[config.mk]
export PLATFORM = sky130hd
export DESIGN_NAME = bin_para_bcd_seq
export DESIGN_NICKNAME = d
export VERILOG_FILES = /design/src/rtl/bin_para_bcd_seq.sv
export SDC_FILE = /design/constraint.sdc
export NUM_CORES = 1
export LEC_CHECK = 0
export CORE_MARGIN = 1
export CORE_UTILIZATION = 60
export CTS_BUF_LIST = sky130_fd_sc_hd__clkbuf_4 sky130_fd_sc_hd__clkbuf_8
export CTS_CLUSTER_DIAMETER = 40
export DETAILED_ROUTE_END_ITERATION = 10
export PLACE_DENSITY = 0.87
export SYNTH_ARGS = -nofsm -noshare
export SYNTH_HDL_FRONTEND = slang
export SYNTH_SLANG_ARGS = --single-unit
[constraint.sdc]
create_clock -name clk -period 2.9 [get_ports clk]
set_clock_uncertainty 0.15 [all_clocks]
set_input_delay 0.725 -clock clk [delete_from_list [all_inputs] [get_ports clk]]
set_output_delay 0.725 -clock clk [all_outputs]
set_load 0.01 [all_outputs]
[src/rtl/bin_para_bcd_seq.sv]
// bin_para_bcd_seq: sequential binary-to-BCD converter (shift-and-add-3),
// one input bit per clock, with start/busy/done handshake.
// Ports:
//   clk, rst_n     clock, async active-low reset
//   inicio, bin    start request (idle only) and binary value to convert
//   ocupado        conversion in progress
//   pronto         one-cycle pulse, results below are fresh
//   bcd            DIGITOS packed BCD digits, digit 0 = units
//   estouro        captured value did not fit in DIGITOS digits
//   apaga_zero     leading-zero blanking mask, bit 0 always 0
module bin_para_bcd_seq #(
  parameter int LARGURA_BIN = 10,
  parameter int DIGITOS     = 3
) (
  input  logic                   clk,
  input  logic                   rst_n,
  input  logic                   inicio,
  input  logic [LARGURA_BIN-1:0] bin,
  output logic                   ocupado,
  output logic                   pronto,
  output logic [4*DIGITOS-1:0]   bcd,
  output logic                   estouro,
  output logic [DIGITOS-1:0]     apaga_zero
);

  localparam int CW = $clog2(LARGURA_BIN + 1);
  localparam int SW = 4 * DIGITOS;
  localparam logic [DIGITOS-1:0] APAGA_RST =
    {DIGITOS{1'b1}} << 1;

  typedef enum logic {
    OCIOSO,
    CONVERTE
  } estado_t;

  estado_t                r_estado;
  logic [LARGURA_BIN-1:0] r_bin;
  logic [SW-1:0]          r_scr;
  logic [CW-1:0]          r_cnt;
  logic                   r_ovf;
  logic                   r_ocupado;
  logic                   r_pronto;
  logic [SW-1:0]          r_bcd;
  logic                   r_estouro;
  logic [DIGITOS-1:0]     r_apaga;

  logic [SW-1:0]          w_adj;
  logic [SW-1:0]          w_scr_nxt;
  logic [LARGURA_BIN-1:0] w_bin_nxt;
  logic                   w_ovf_nxt;
  logic [DIGITOS-1:0]     w_apaga;
  logic                   w_acima;

  // One double-dabble step on the scratch register.
  always_comb begin
    w_adj = r_scr;
    for (int i = 0; i < DIGITOS; i++) begin
      if (r_scr[4*i +: 4] >= 4'd5)
        w_adj[4*i +: 4] = r_scr[4*i +: 4] + 4'd3;
    end
    w_scr_nxt = {w_adj[SW-2:0], r_bin[LARGURA_BIN-1]};
    w_bin_nxt = r_bin << 1;
    // A 1 leaving the top digit means the value has
    // reached 10^DIGITOS; lower digits stay exact.
    w_ovf_nxt = r_ovf | w_adj[SW-1];
  end

  // Bit i set when digit i and every digit above it are zero.
  always_comb begin
    w_acima = 1'b1;
    w_apaga = '0;
    for (int i = DIGITOS - 1; i >= 0; i--) begin
      w_acima    = w_acima & (w_scr_nxt[4*i +: 4] == 4'd0);
      w_apaga[i] = w_acima;
    end
    w_apaga[0] = 1'b0;
  end

  always_ff @(posedge clk or negedge rst_n) begin
    if (!rst_n) begin
      r_estado  <= OCIOSO;
      r_bin     <= '0;
      r_scr     <= '0;
      r_cnt     <= '0;
      r_ovf     <= 1'b0;
      r_ocupado <= 1'b0;
      r_pronto  <= 1'b0;
      r_bcd     <= '0;
      r_estouro <= 1'b0;
      r_apaga   <= APAGA_RST;
    end else begin
      r_pronto <= 1'b0;
      unique case (r_estado)
        OCIOSO: begin
          if (inicio) begin
            r_bin     <= bin;
            r_scr     <= '0;
            r_ovf     <= 1'b0;
            r_cnt     <= CW'(LARGURA_BIN);
            r_ocupado <= 1'b1;
            r_estado  <= CONVERTE;
          end
        end
        CONVERTE: begin
          r_bin <= w_bin_nxt;
          r_scr <= w_scr_nxt;
          r_ovf <= w_ovf_nxt;
          r_cnt <= r_cnt - CW'(1);
          if (r_cnt == CW'(1)) begin
            r_bcd     <= w_scr_nxt;
            r_estouro <= w_ovf_nxt;
            r_apaga   <= w_apaga;
            r_pronto  <= 1'b1;
            r_ocupado <= 1'b0;
            r_estado  <= OCIOSO;
          end
        end
        default: r_estado <= OCIOSO;
      endcase
    end
  end

  assign ocupado    = r_ocupado;
  assign pronto     = r_pronto;
  assign bcd        = r_bcd;
  assign estouro    = r_estouro;
  assign apaga_zero = r_apaga;

endmodule

==> flow_summary.json <==
{
  "power.density_nw_per_um2": 1063,
  "insertedDiodeCount": 0,
  "crit_required_ps": 2030,
  "ios": 31,
  "drv_cap": 0,
  "postRouteAntennaNets": 0,
  "drive_above_1_share_pct": 10.00,
  "largest_delay_share_family_worst_path": "flip-flops",
  "first_pass_iters": 4,
  "nFillCells": 254,
  "syn_inst": 210,
  "clock_path_buffers": 2,
  "switching_share_pct": 38.47,
  "wire_length_after_detailed_routing_um": 3853,
  "netlist-cell-type-count": 32,
  "synth.top_cells.by_area": "dfrtp_1, nand2_1, mux2i_1",
  "die-height_um": 61.61,
  "floorplan.die_area_um2": 3796,
  "worst-path-stages": 1,
  "timing.fmax_ghz": 0.4356,
  "critical-path-slowest-cell": "dfstp_2",
  "final_core_util_pct": 75.11,
  "finalInstanceArea_um2": 2526,
  "cts_root_buffer": "clkbuf_4",
  "p_int_mw": 1.652,
  "rrSetupSlack_ps": 720,
  "multi_input_area_um2": 919.6,
  "timing.final.max_slew_violations": 0,
  "grt_first_pass_wirelength_um": 6251,
  "clock_latency_ps": 350,
  "setup.worst_path.start": "apaga_zero[2]$_DFFE_PN1P_",
  "rr_startpoint": "r_estado$_DFF_PN0_",
  "start_util_pct": 63.39,
  "synth.top_cell.area_share_pct": 50.47,
  "timing_hold_violations_final": 0,
  "cts.repair.resized": 0,
  "final_cell_count_no_fill": 286,
  "clock_tree.htree_level_count": 2,
  "grt_antenna_before_repair": 0,
  "dr.first_iter.drc_count": 61,
  "coreArea_um2": 3363,
  "power.net_switching_mw": 1.033,
  "cp-end-kind": "output pin",
  "layout-area-overhead-vs-synth_pct": 18.49,
  "final-setup-viol-count": 0,
  "clk_pin_slew_worst_paths_ps": 130,
  "port_buffers": 29,
  "cts.sinks": 45,
  "rows": 21,
  "number_of_warnings_reported_in_the_yosys_synthesis_log": 0,
  "globalRouteOverflowTotal": 0,
  "critical_path.max_stage_delay_ps": 550,
  "critical_path_buf_inv_count": 1,
  "crit_chain": "clkdlybuf4s50_1",
  "dp_cells": 278,
  "area.sequential_um2": 1129,
  "route.detailed.wl_per_inst_um": 13.47,
  "synth.yosys.seq_area_share_pct": 52.93,
  "postCtsHoldBufs": 0,
  "routed-via-count": 1591,
  "power.sequential.fraction_pct": 41.5,
  "largest_vdd_supply_drop_mv": 0.6389,
  "total_leakage_power_nw": 1.129,
  "synth_top_area_cell": "dfrtp_1",
  "number_of_cell_instances_on_the_worst_register_to_register_path": 5,
  "groute.usage.overall_pct": 22.99,
  "comb_power_share_pct": 46.4,
  "number_of_global_route_vias_before_repair": 1397,
  "detail_route.vias_per_cell": 5.563,
  "timing.final.ws_setup_ps": 604.5,
  "post_synth_instance_area_um2": 2132,
  "cts_tree": "built",
  "finalSetupTns_ps": 0,
  "share_clk_of_total_power_pct": 12.1,
  "setup_crit_path_kind": "flip-flop to output pin",
  "post_cts.repair.setup_buffers": 0,
  "critical_path_peak_fanout": 2,
  "design.final.nets": 260,
  "synth_area_per_cell_um2": 10.15,
  "synth.ff_latch_count": 45,
  "regToRegEndpoint": "apaga_zero[1]$_DFFE_PN1P_",
  "tritoncts.num_buffers": 5,
  "synth.net_count": 231,
  "min-delay-path-class": "input port to asynchronous set/reset pin",
  "rsz0062_at_grt": "false",
  "finalWeightedCongestion": 0.8862,
  "placement.cell_area_um2": 2460,
  "dp_worst_setup_slack_ps": 759.9,
  "drc": 0,
  "grt_max_degree": 31,
  "critPathLaunchType": "flip-flop",
  "dp.final_hpwl_um": 2757,
  "cp_data_arrival_time_ps": 1420,
  "run_status": "complete, no violations",
  "cp-endpoint": "apaga_zero[2]",
  "post-route-min-period_ps": 2295,
  "power.total_mw": 2.685,
  "fp.dieW_um": 61.61,
  "worst_slack_on_hold_paths_ps": 84.94,
  "post-route-period-util_pct": 79.15
}
-- final cells by class --
| cell class | count | area share, % |
|---|---|---|
| Sequential cell | 45 | 44.68 |
| Tap cell | 46 | 2.278 |
| Inverter | 10 | 1.535 |
| Timing Repair Buffer | 33 | 12.48 |
| Clock buffer | 8 | 2.625 |
| Multi-Input combinational cell | 144 | 36.40 |
-- how the worst min path moves through the flow --
stage,depth (start not counted),slack [ps],start,end
2_1_floorplan,0,280,rst_n,bcd[0]$_DFFE_PN0P_
3_3_place_gp,2,310,bcd[9]$_DFFE_PN0P_,bcd[9]$_DFFE_PN0P_
3_5_place_dp,2,320,r_bin[5]$_DFFE_PN0P_,r_bin[6]$_DFFE_PN0P_
4_1_cts,1,90,rst_n,r_bin[6]$_DFFE_PN0P_
5_1_grt,1,90,rst_n,ocupado$_DFFE_PN0P_
6_report,1,80,rst_n,ocupado$_DFFE_PN0P_
-- cell families (layout without fill, tap and decap cells) --
group | Yosys count | count (layout) | synth area share, %
AO/OA/AOI/OAI | 53 | 53 | 14.55
XOR/XNOR | 5 | 5 | 2.054
AND/OR/NAND/NOR | 61 | 61 | 13.91
other | 1 | 1 | 0.1759
flip-flops | 45 | 45 | 52.93
adder cells (fa/ha/maj) | 8 | 8 | 4.695
buffers and inverters | 21 | 51 | 3.932
multiplexers | 16 | 16 | 7.747
-- power groups by stage --
stage                     Sequential (mW)  Clock, mW  Combinational (mW)
after detailed placement             1.12          0                1.25
after global placement               1.11          0                1.21
after global routing                 1.15      0.355                1.40
final                                1.11      0.325                1.25
after CTS                            1.11      0.331                1.26
after floorplan                      1.12          0               0.818
-- sequential cells by signal, indices dropped and copies added, names as in the netlist, 2 cells and up --
| register | count |
|---|---|
| bcd | 12 |
| r_scr | 12 |
| r_bin | 10 |
| r_cnt | 4 |
| apaga_zero | 2 |
-- cell usage in the layout, fill, tap and decap left out, types with 8 or more instances in the layout --
master	count
a21oi_1	11
clkdlybuf4s50_1	28
dfrtp_1	43
ha_1	8
inv_1	8
mux2i_1	12
nand2_1	37
o21ai_0	23
o22ai_1	11
-- synthesized netlist by cell type --
master     number
clkbuf_1       10
mux2i_1        12
dfrtp_1        43
a31oi_1         1
or3_1           1
a22o_1          1
or4b_4          1
inv_1           8
a21o_1          2
clkinv_2        1
nand2b_1        3
ha_1            8
o31ai_1         1
mux2_2          4
nor2_1          6
nor3b_1         7
nand2_1        37
conb_1          1
inv_2           1
and2_1          1
o21ai_0        23
nor3_1          3
xnor2_1         5
buf_4           1
a211o_1         1
o22ai_1        11
a21oi_1        11
nand3b_1        1
a2111oi_0       1
nand4b_2        1
o41ai_2         1
dfstp_2         2
-- metal layers --
metal  track usage, %  vias to the layer above  share of wire [%]
met5                0                        -                  0
met4            8.571                        0                1.2
met3            4.622                        5                3.1
met2            36.56                       33                 48
met1            31.43                      767                 47
li1                 -                      786                  -
(Power assumes the default switching activity.)
